### src/rtl/qsys_sysid_regs_if.sv
// Avalon-MM bus bundle for the system-ID register block.
// The CPU side uses the master modport and the register block uses the slave modport.
interface qsys_sysid_regs_if #(
  parameter int ADDR_W = 4
);
  logic [ADDR_W-1:0] address;
  logic              read;
  logic              write;
  logic [31:0]       writedata;
  logic [3:0]        byteenable;
  logic [31:0]       readdata;
  logic              readdatavalid;

  modport master (
    output address, read, write, writedata, byteenable,
    input  readdata, readdatavalid
  );

  modport slave (
    input  address, read, write, writedata, byteenable,
    output readdata, readdatavalid
  );
endinterface

### src/rtl/qsys_sysid_regs.sv
// System-identification register block (Avalon-MM slave).
// It returns the ID, the build timestamp, the capability word and the info table.
// It also holds a software scratch word and a 64-bit uptime counter.
// Reading the LO word of the counter latches the HI word into a snapshot, so a LO read
// followed by a HI read gives a coherent 64-bit value. Read latency is fixed at one cycle.
module qsys_sysid_regs #(
  parameter logic [31:0]            ID        = 32'h0000_0002,
  parameter logic [31:0]            TIMESTAMP = 32'h5C37_5A74,
  parameter int                     ADDR_W    = 4,
  parameter int                     NUM_INFO  = 4,
  parameter logic [32*NUM_INFO-1:0] INFO_INIT = {NUM_INFO{32'h0}},
  parameter logic [7:0]             VERSION   = 8'h02
) (
  input  logic                  clock,
  input  logic                  reset_n,
  qsys_sysid_regs_if.slave      bus
);

  localparam logic [31:0] CAPS = {8'h00, 8'(ADDR_W), 8'(NUM_INFO), VERSION};
  localparam logic [31:0] INFO_END = 32'(8 + NUM_INFO);

  logic [31:0] addr_ext;
  logic [31:0] info_idx;
  logic        wr_en;
  logic        cnt_clr;

  logic [31:0] rdata_d, rdata_q;
  logic        rvld_q;
  logic [31:0] scratch_d, scratch_q;
  logic [63:0] cnt_d, cnt_q;
  logic [31:0] hi_snap_d, hi_snap_q;

  assign addr_ext = 32'(bus.address);
  assign info_idx = addr_ext - 32'd8;

  // A write that arrives together with a read is dropped, so the read wins.
  assign wr_en   = bus.write & ~bus.read;
  assign cnt_clr = wr_en & (addr_ext == 32'd6) & bus.writedata[0];

  // Read-data mux: unmapped, write-only and reserved words read as zero.
  always_comb begin
    rdata_d = '0;
    case (addr_ext)
      32'd0:   rdata_d = ID;
      32'd1:   rdata_d = TIMESTAMP;
      32'd2:   rdata_d = CAPS;
      32'd3:   rdata_d = scratch_q;
      32'd4:   rdata_d = cnt_q[31:0];
      32'd5:   rdata_d = hi_snap_q;
      32'd6:   rdata_d = '0;
      32'd7:   rdata_d = '0;
      default: begin
        if (addr_ext >= 32'd8 && addr_ext < INFO_END) begin
          rdata_d = INFO_INIT[info_idx*32 +: 32];
        end
      end
    endcase
  end

  // Next state for the scratch register, the uptime counter and the HI snapshot.
  always_comb begin
    scratch_d = scratch_q;
    if (wr_en && (addr_ext == 32'd3)) begin
      for (int b = 0; b < 4; b++) begin
        if (bus.byteenable[b]) begin
          scratch_d[8*b +: 8] = bus.writedata[8*b +: 8];
        end
      end
    end

    cnt_d = cnt_clr ? 64'd0 : cnt_q + 64'd1;

    hi_snap_d = hi_snap_q;
    if (cnt_clr) begin
      hi_snap_d = '0;
    end else if (bus.read && (addr_ext == 32'd4)) begin
      hi_snap_d = cnt_q[63:32];
    end
  end

  // Read response stage: a read sampled at this edge is answered in the following cycle.
  always_ff @(posedge clock) begin
    if (!reset_n) begin
      rdata_q <= '0;
      rvld_q  <= 1'b0;
    end else begin
      rvld_q <= bus.read;
      if (bus.read) begin
        rdata_q <= rdata_d;
      end
    end
  end

  // State stage: scratch, free-running uptime counter and its HI snapshot.
  always_ff @(posedge clock) begin
    if (!reset_n) begin
      scratch_q <= '0;
      cnt_q     <= '0;
      hi_snap_q <= '0;
    end else begin
      scratch_q <= scratch_d;
      cnt_q     <= cnt_d;
      hi_snap_q <= hi_snap_d;
    end
  end

  assign bus.readdata      = rdata_q;
  assign bus.readdatavalid = rvld_q;

endmodule

### src/flat_wrapper.sv
// flat-port wrapper written by rule: the top's interface ports become plain ports
module qsys_sysid_regs_flat 
#(
  parameter logic [31:0]            ID        = 32'h0000_0002,
  parameter logic [31:0]            TIMESTAMP = 32'h5C37_5A74,
  parameter int                     ADDR_W    = 4,
  parameter int                     NUM_INFO  = 4,
  parameter logic [32*NUM_INFO-1:0] INFO_INIT = {NUM_INFO{32'h0}},
  parameter logic [7:0]             VERSION   = 8'h02
)
  (clock, reset_n, bus_address, bus_read, bus_write, bus_writedata, bus_byteenable, bus_readdata, bus_readdatavalid);
  qsys_sysid_regs_if #(.ADDR_W(ADDR_W)) bus_i ();
  input  logic clock;
  input  logic reset_n;
  input wire logic [$bits(bus_i.address)-1:0] bus_address;
  input wire logic [$bits(bus_i.read)-1:0] bus_read;
  input wire logic [$bits(bus_i.write)-1:0] bus_write;
  input wire logic [$bits(bus_i.writedata)-1:0] bus_writedata;
  input wire logic [$bits(bus_i.byteenable)-1:0] bus_byteenable;
  output wire logic [$bits(bus_i.readdata)-1:0] bus_readdata;
  output wire logic [$bits(bus_i.readdatavalid)-1:0] bus_readdatavalid;
  assign bus_i.address = bus_address;
  assign bus_i.read = bus_read;
  assign bus_i.write = bus_write;
  assign bus_i.writedata = bus_writedata;
  assign bus_i.byteenable = bus_byteenable;
  assign bus_readdata = bus_i.readdata;
  assign bus_readdatavalid = bus_i.readdatavalid;
  qsys_sysid_regs #(.ID(ID), .TIMESTAMP(TIMESTAMP), .ADDR_W(ADDR_W), .NUM_INFO(NUM_INFO), .INFO_INIT(INFO_INIT), .VERSION(VERSION)) u_core (.clock(clock), .reset_n(reset_n), .bus(bus_i));
endmodule
### config.mk
export PLATFORM = sky130hd
export DESIGN_NAME = qsys_sysid_regs_flat
export DESIGN_NICKNAME = d
export VERILOG_FILES = /design/src/rtl/qsys_sysid_regs_if.sv /design/src/rtl/qsys_sysid_regs.sv /design/src/flat_wrapper.sv
export SDC_FILE = /design/constraint.sdc
export NUM_CORES = 1
export LEC_CHECK = 0
export BUFFER_PORTS_ARGS = -buffer_cell sky130_fd_sc_hd__buf_4
export CAP_MARGIN = 20
export CORE_MARGIN = 2
export CORE_UTILIZATION = 63
export CTS_CLUSTER_DIAMETER = 150
export DETAILED_ROUTE_END_ITERATION = 8
export PLACE_DENSITY = 0.85
export SETUP_SLACK_MARGIN = 0.3
export SLEW_MARGIN = 5
export SYNTH_ARGS = -nofsm -noshare
export SYNTH_HDL_FRONTEND = slang
export SYNTH_SLANG_ARGS = --single-unit
### constraint.sdc
create_clock -name clock -period 5.8 [get_ports clock]
set_input_delay 0.58 -clock clock [delete_from_list [all_inputs] [get_ports clock]]
set_output_delay 0.58 -clock clock [all_outputs]
set_load 0.02 [all_outputs]
==> impl_metrics.py, run 1 <==
metrics = {
    "clock_network": {
        "clkSinkCount": 161,
        "ctsRootBufferMaster": "sky130_fd_sc_hd__clkbuf_8",
        "cts_buffers": 17,
        "clkSlewWorstSetupHoldPaths_ps": 60,
        "ctsHoldBuffers": 0,
        "tritoncts": "yes",
        "cts_resized": 0,
        "setup_fix_buffers_added_after_clock_tree_synthesis": 0,
        "htree_levels": 4,
        "clk-insertion-delay-late_ps": 550,
        "clock_buffer_depth": 2,
    },
    "finish": {
        "ff_latch_area_um2": 3220,
        "diodes": 0,
        "final.fill_count": 783,
        "multi_input_area_um2": 3440,
        "area_growth_from_synthesis_to_layout_pct": 17.5,
        "finalCoreUtilization": 0.754,
        "drive_gt1_frac": 0.146,
        "layout.nets": 936,
    },
    "worst_setup_path": {
        "setup.worst_path.class": "register to register",
        "critical_path.max_stage_delay_ps": 820,
        "critical_path_s_top_delay_family": "simple AND/OR/NAND/NOR gates",
        "worstRegToRegCells": 5,
        "worstReg2RegStart": "u_core.cnt_q[3]$_SDFF_PP0_",
        "timing.critical_path.required_ps": 6270,
        "cp.buffers_inverters": 0,
        "cpMostUsedCell": "sky130_fd_sc_hd__nand4_1",
        "worst_reg2reg_setup_slack_ps": 2930,
        "arrival_ps": 3340,
        "sort_of_element_at_the_end_of_the_critical_path": "register",
        "setup.worst_path.start": "u_core.cnt_q[3]$_SDFF_PP0_",
        "timing.critical_path.fanout_max": 15,
        "worstSetupEndpoint": "u_core.cnt_q[59]$_SDFF_PP0_",
        "worst_path_max_delay_cell": "sky130_fd_sc_hd__nor4_4",
        "timing.critical_path.depth": 5,
        "crit_chain": "nand4_1 -> nor4_4 -> nand4_1 -> or4_1 -> a21oi_1",
        "reg2reg_to": "u_core.cnt_q[59]$_SDFF_PP0_",
        "start_kind": "register",
    },
    "power_and_ir_drop": {
        "power_switching_share": 0.221,
        "pwr-share-clk": 0.454,
        "power_per_standard_cell_area_nw_per_um2": 286,
        "peakVddDrop_mv": 0.220,
        "p_int_w": 0.00181,
        "cellLeakagePower_nw": 2.82,
        "power.net_switching_w": 0.000512,
        "seq_power_share": 0.488,
        "comb_power_share": 0.058,
    },
    "floorplan": {
        "pin_count": 77,
        "die_x_um": 109,
        "die_y_extent_um": 109,
        "num_rows": 38,
        "fp.dieArea_um2": 11800,
        "initial_core_util": 0.642,
        "core_area_um2": 10700,
    },
    "logic_synthesis": {
        "ys_dominant_reg_cell": "sky130_fd_sc_hd__dfxtp_1",
        "share_of_synthesized_area_occupied_by_flip_flops_and_latches": 0.467,
        "yosys.cell_types.count": 46,
        "ys_seq_elements": 161,
        "netlist_area_pre_place_um2": 6900,
        "ys.warnings.count": 0,
        "netlist.top_cell.by_area": "sky130_fd_sc_hd__dfxtp_1",
        "netlist.area_leader.share": 0.467,
        "mappedNetlistNets": 886,
        "post_synth_main_area_contributors": "sky130_fd_sc_hd__dfxtp_1 47%, sky130_fd_sc_hd__nand2_1 6.9%, sky130_fd_sc_hd__a21oi_1 6.5%",
        "synth-edff-count": 0,
        "synthCells": 841,
        "avgSynthCellArea_um2": 8.20,
        "synthArstFlopShare": 0,
    },
    "detailed_routing": {
        "route.detailed.drc": 0,
        "detail_route.wirelength.met1_mm": 8.07,
        "vias_per_cell": 6.18,
        "highest-signal-layer": "met4",
        "totalWireLength_mm": 18.7,
        "avgRoutedWirePerCell_um": 18.0,
        "dr_wl_met2_mm": 8.45,
        "num_vias": 6450,
        "drt-initial-drc-count": 746,
        "routed-wl-met3_mm": 1.91,
        "first_pass_iters": 7,
        "final_antenna_net_count": 0,
    },
    "placed_design": {
        "hpwlAfterDp_mm": 12.6,
        "port_buffer_cells": 76,
        "finalWeightedCongestion": 0.925,
    },
    "sta": {
        "layout_worst_path_cycle_share": 0.495,
        "max_freq_ghz": 0.348,
        "finalCriticalPeriod_ps": 2870,
        "hold_viol_final": 0,
        "setup_viol_count_final": 0,
        "grt_setup_unrepaired": "no",
        "clock-skew-final_ps": 6.87,
        "timing_worst_slew_pin_value_ps": 1120,
        "setup_total_negative_slack_ps": 0,
        "slew_violations": 0,
        "maxSlewHeadroom": 0.253,
    },
    "worst_hold_path": {
        "worstHoldPathType": "primary input to register",
        "min-delay-start": "reset_n",
        "min_path_cells": 2,
    },
    "global_route": {
        "globalRouteOverflowTotal": 0,
        "grt_first_pass_wirelength_mm": 29.3,
        "grt_start_max_net_pins": 96,
        "antenna_found_initial": 0,
        "grt_pass1_vias": 5867,
        "groute.usage.overall": 0.325,
    },
    "run_status": {
        "run_status": "complete, no violations",
    },
    "run": {
        "max_cap_viol_count": 0,
    },
}
## state kept, by name, summed over array words and instances, names as in the netlist
| name | count |
|---|---|
| u_core.cnt_q | 64 |
| u_core.bus.readdata | 32 |
| u_core.hi_snap_q | 32 |
| u_core.scratch_q | 32 |
| u_core.bus.readdatavalid | 1 |
## power groups by stage
stage / clock, W / combinational (W) / sequential (W)
2_1_floorplan: 0 / 0.0000608 / 0.00117
3_3_place_gp: 0 / 0.000129 / 0.00115
3_5_place_dp: 0 / 0.000131 / 0.00115
4_1_cts: 0.00106 / 0.000132 / 0.00113
5_1_grt: 0.00111 / 0.000145 / 0.00113
6_report: 0.00105 / 0.000134 / 0.00113
## routing by layer
layer  vias to the layer above  GRT usage
met1                      3011      0.460
met5                         -          0
li1                       3084          -
met4                         0     0.0989
met3                        31     0.0801
met2                       324      0.493
## layout by cell type (no fill, tap or decap), drive strengths merged, types with 7 or more instances in the layout
master,Yosys,routed
dfxtp,161,161
nand2,127,127
nor2,113,113
a21oi,89,89
buf,7,84
nand3,54,54
a211oi,32,32
nand4,31,31
xor2,28,28
clkbuf,46,26
o21ai,16,16
a221oi,16,16
or3,15,15
inv,15,15
a222oi,13,13
xnor2,12,12
nor4,11,11
and3,8,8
and2,7,7
## final cells by class
type,count,share of cell area
multi-input combinational,612,0.424
sequential,161,0.398
timing repair buffer,84,0.0803
clock buffer,26,0.0627
tap,140,0.0216
inverter,15,0.00695
clock inverter,5,0.00618
## worst reg2reg max path, stage by stage (launching register included)
cell                      delay, ps
sky130_fd_sc_hd__dfxtp_1        410
sky130_fd_sc_hd__nand4_1        280
sky130_fd_sc_hd__nor4_4         820
sky130_fd_sc_hd__nand4_1        490
sky130_fd_sc_hd__or4_1          640
sky130_fd_sc_hd__a21oi_1        150
## cells in the mapped netlist, types with 2 or more instances
cell                       number
sky130_fd_sc_hd__a221oi_1      16
sky130_fd_sc_hd__a21oi_1       89
sky130_fd_sc_hd__dfxtp_1      161
sky130_fd_sc_hd__xor2_1        28
sky130_fd_sc_hd__a222oi_1      13
sky130_fd_sc_hd__a31o_2         2
sky130_fd_sc_hd__buf_1          2
sky130_fd_sc_hd__nand3_1       53
sky130_fd_sc_hd__clkbuf_1      46
sky130_fd_sc_hd__buf_2          5
sky130_fd_sc_hd__nand4_1       28
sky130_fd_sc_hd__nor3_1         5
sky130_fd_sc_hd__nor4_2         2
sky130_fd_sc_hd__nand2_1      126
sky130_fd_sc_hd__xnor2_1       12
sky130_fd_sc_hd__nor4_4         4
sky130_fd_sc_hd__nor4_1         5
sky130_fd_sc_hd__nand4_2        3
sky130_fd_sc_hd__nand2b_1       3
sky130_fd_sc_hd__and3_1         8
sky130_fd_sc_hd__or4_1          6
sky130_fd_sc_hd__a211oi_1      32
sky130_fd_sc_hd__and2_1         7
sky130_fd_sc_hd__o31ai_1        4
sky130_fd_sc_hd__o21ai_0       16
sky130_fd_sc_hd__nand3b_1       3
sky130_fd_sc_hd__inv_1         14
sky130_fd_sc_hd__or3_1         15
sky130_fd_sc_hd__nor2b_1        3
sky130_fd_sc_hd__nand4b_1       2
sky130_fd_sc_hd__nor2_1       113
## per-stage QoR
step / cell area, µm² / power [W] / hold slack [ps] / cells / setup WS [ps]
final: 8100 / 0.00232 / 282 / 1043 / 2930
after global routing: 8100 / 0.00238 / 268 / 1043 / 2710
after CTS: 8070 / 0.00233 / 262 / 1041 / 2990
after detailed placement: 7510 / 0.00129 / 451 / 1010 / 2980
after global placement: 7510 / 0.00128 / 446 / 1010 / 3090
after floorplan: 6900 / 0.00123 / 431 / 841 / 3740
## logic make-up (layout without fill, tap and decap cells)
family                     after synthesis  in the layout  share of synthesized area
AOI/OAI and AO/OA                      179            179                      0.165
xor gates and xnor gates                40             40                     0.0508
adders and majority gates                1              1                    0.00181
buffers and inverters                   68            130                     0.0379
DFF                                    161            161                      0.467
and+or+nand+nor                        392            392                      0.277
## how the worst min path moves through the flow
stage	end	slack (ps)
6_report	u_core.bus.readdata[1]$_SDFFE_PN0P_	280
5_1_grt	u_core.bus.readdata[1]$_SDFFE_PN0P_	270
4_1_cts	u_core.bus.readdata[1]$_SDFFE_PN0P_	260
3_5_place_dp	u_core.scratch_q[30]$_SDFFE_PN0P_	450
3_3_place_gp	u_core.hi_snap_q[27]$_SDFFE_PP0P_	450
2_1_floorplan	u_core.scratch_q[18]$_SDFFE_PN0P_	430
No activity file was read; power rests on OpenSTA's default activity.
==> inputs of run 2 (changes only) <==
- ABC_AREA: default -> 1
- CORE_UTILIZATION: 63 -> 60
- PLACE_DENSITY: 0.85 -> 0.81
- clock period: 5.8 -> 2.7 ns (I/O delays scaled with it)
==> impl_metrics.py, run 2 <==
metrics = {
    "clock_network": {
        "cts_buffers": 17,
        "htree_levels": 4,
        "clk-insertion-delay-late_ps": 440,
        "clkSlewWorstSetupHoldPaths_ps": 70,
        "ctsRootBufferMaster": "sky130_fd_sc_hd__clkbuf_16",
        "clock_buffer_depth": 2,
        "clkSinkCount": 161,
        "setup_fix_buffers_added_after_clock_tree_synthesis": 0,
        "tritoncts": "yes",
        "cts_resized": 0,
        "ctsHoldBuffers": 0,
    },
    "worst_setup_path": {
        "crit_chain": "ha_1 -> inv_1 -> nor2_4 -> nand2_1 -> nor3_1 -> nand2_1 -> nand2_1 -> a21oi_1",
        "start_kind": "register",
        "arrival_ps": 2200,
        "critical_path.max_stage_delay_ps": 520,
        "worst_path_max_delay_cell": "sky130_fd_sc_hd__nor3_1",
        "timing.critical_path.fanout_max": 5,
        "timing.critical_path.required_ps": 3000,
        "sort_of_element_at_the_end_of_the_critical_path": "register",
        "cp.buffers_inverters": 1,
        "cpMostUsedCell": "sky130_fd_sc_hd__nand2_1",
        "critical_path_s_top_delay_family": "simple AND/OR/NAND/NOR gates",
        "worst_reg2reg_setup_slack_ps": 790,
        "setup.worst_path.class": "register to register",
    },
    "finish": {
        "diodes": 0,
        "layout.cells.most_common": "sky130_fd_sc_hd__nand2_1",
        "layout.nets": 1343,
        "largest_reg_by_ff_count": "u_core.cnt_q",
        "design_area_um2": 9300,
        "drive_gt1_frac": 0.134,
        "largest_reg_flops": 64,
        "mostFrequentLayoutCells": "349 x sky130_fd_sc_hd__nand2_1, 199 x sky130_fd_sc_hd__nor2_1, 161 x sky130_fd_sc_hd__dfxtp_1",
        "area_growth_from_synthesis_to_layout_pct": 15.6,
    },
    "global_route": {
        "grt_start_max_net_pins": 57,
        "antenna_found_initial": 0,
        "grt_pass1_vias": 7314,
        "grt_util_met1": 0.425,
        "groute.layer.met3.usage": 0.0680,
        "groute.usage.overall": 0.326,
        "globalRouteOverflowTotal": 0,
        "use_met2": 0.539,
        "grt_busiest_layer": "met2",
        "grt_first_pass_wirelength_mm": 36.7,
    },
    "detailed_routing": {
        "route.detailed.drc": 0,
        "first_pass_iters": 5,
        "num_vias": 8128,
        "final_antenna_net_count": 0,
        "drt-initial-drc-count": 773,
        "totalWireLength_mm": 22.8,
        "vias_per_cell": 5.47,
        "avgRoutedWirePerCell_um": 15.3,
    },
    "worst_hold_path": {
        "worstHoldPathType": "primary input to register",
    },
    "logic_synthesis": {
        "most_numerous_cell_in_the_yosys_netlist": "sky130_fd_sc_hd__nand2_1",
        "synth-edff-count": 0,
        "mappedNetlistNets": 1280,
        "ys.warnings.count": 0,
        "yosys.cell_types.count": 38,
        "avgSynthCellArea_um2": 6.51,
        "synthCells": 1235,
        "synthTopCellsByCount": "349 x sky130_fd_sc_hd__nand2_1, 199 x sky130_fd_sc_hd__nor2_1, 161 x sky130_fd_sc_hd__dfxtp_1",
        "ys_dominant_reg_cell": "sky130_fd_sc_hd__dfxtp_1",
        "netlist.area_leader.share": 0.401,
        "synthArstFlopShare": 0,
        "netlist_area_pre_place_um2": 8040,
        "share_of_synthesized_area_occupied_by_flip_flops_and_latches": 0.401,
        "ys_seq_elements": 161,
        "post_synth_main_area_contributors": "sky130_fd_sc_hd__dfxtp_1 40%, sky130_fd_sc_hd__nand2_1 16%, sky130_fd_sc_hd__nor2_1 9.3%",
        "netlist.top_cell.by_area": "sky130_fd_sc_hd__dfxtp_1",
    },
    "sta": {
        "max_freq_ghz": 0.525,
        "layout_worst_path_cycle_share": 0.706,
        "setup_total_negative_slack_ps": 0,
        "grt_setup_unrepaired": "no",
        "slew_violations": 0,
        "setup_viol_count_final": 0,
        "maxSlewHeadroom": 0.560,
        "clock-skew-final_ps": 8.01,
        "hold_viol_final": 0,
        "timing_worst_slew_pin_value_ps": 659,
        "finalCriticalPeriod_ps": 1910,
    },
    "floorplan": {
        "die_x_um": 120,
        "die_y_extent_um": 120,
        "pin_count": 77,
        "num_rows": 42,
        "core_area_um2": 13200,
        "fp.dieArea_um2": 14300,
        "initial_core_util": 0.610,
    },
    "power_and_ir_drop": {
        "power_per_standard_cell_area_nw_per_um2": 545,
        "cellLeakagePower_nw": 3.54,
        "peakVddDrop_mv": 0.450,
    },
    "placed_design": {
        "port_buffer_cells": 76,
        "hpwlAfterDp_mm": 17.0,
        "finalWeightedCongestion": 0.963,
        "post_dp_cell_area_um2": 8700,
    },
    "run": {
        "max_cap_viol_count": 0,
    },
    "run_status": {
        "run_status": "complete, no violations",
    },
}
run 2: cell count changes after synthesis, moves of 32 or more:
cell / before / now
sky130_fd_sc_hd__o21ai_0: 16 / 80
sky130_fd_sc_hd__nand2_1: 126 / 349
sky130_fd_sc_hd__nor2_1: 113 / 199
sky130_fd_sc_hd__inv_1: 14 / 119
sky130_fd_sc_hd__clkbuf_1: 46 / 14
sky130_fd_sc_hd__a211oi_1: 32 / 0
run 2: worst min-delay path, delay by kind of cell:
| kind | cells | cell delay, ps |
|---|---|---|
| buf+inv | 1 | 70 |
| compound gates | 1 | 70 |
| simple gates | 1 | 70 |
run 2: kinds of logic after synthesis:
group / Yosys count / share of synthesized area
buf+inv: 172 / 0.0865
fa+ha+maj: 1 / 0.00156
xor+xnor: 11 / 0.0120
simple gates: 675 / 0.357
flops: 161 / 0.401
compound gates: 215 / 0.143
run 2: through the flow:
stage / power, W / setup slack [ps] / hold WS [ps] / cells / utilization
after detailed placement: 0.00269 / 889 / 443 / 1455 / 0.660
after floorplan: 0.00259 / 1170 / 406 / 1235 / -
after global placement: 0.00268 / 944 / 435 / 1455 / 0.660
final: 0.00507 / 795 / 74.0 / 1487 / 0.705
after CTS: 0.00508 / 871 / 74.4 / 1487 / 0.705
after global routing: 0.00522 / 638 / 91.0 / 1487 / 0.705
run 2: final timing paths:
| path | startpoint | to | cells after the start |
|---|---|---|---|
| worst max register to register | u_core.cnt_q[0]$_SDFF_PP0_ | u_core.cnt_q[54]$_SDFF_PP0_ | 8 |
| worst min register to register | u_core.hi_snap_q[10]$_SDFFE_PP0P_ | u_core.hi_snap_q[10]$_SDFFE_PP0P_ | 2 |
| worst max-delay path | u_core.cnt_q[0]$_SDFF_PP0_ | u_core.cnt_q[54]$_SDFF_PP0_ | 8 |
| worst min-delay path | bus_writedata[25] | u_core.scratch_q[25]$_SDFFE_PN0P_ | 3 |
run 2: area by class of cell:
cell class	instances	area, µm²
clock buffers	17	425
clock inverters	15	166
fillers	1165	3890
inverters	132	495
multi-input cells	902	4140
flip-flops and latches	161	3220
well taps	176	220
repair buffers	84	631
run 2: per-layer routing:
metal | up-vias | share of wire
li1 | 4047 | -
met1 | 3725 | 0.42
met2 | 292 | 0.47
met3 | 64 | 0.075
met4 | 0 | 0.032
met5 | - | 0
run 2: report_power, final:
group | internal, W | switching [W]
registers | 0.00239 | 0.0000129
logic | 0.0000854 | 0.000148
clock network | 0.00132 | 0.00111
total | 0.00379 | 0.00127
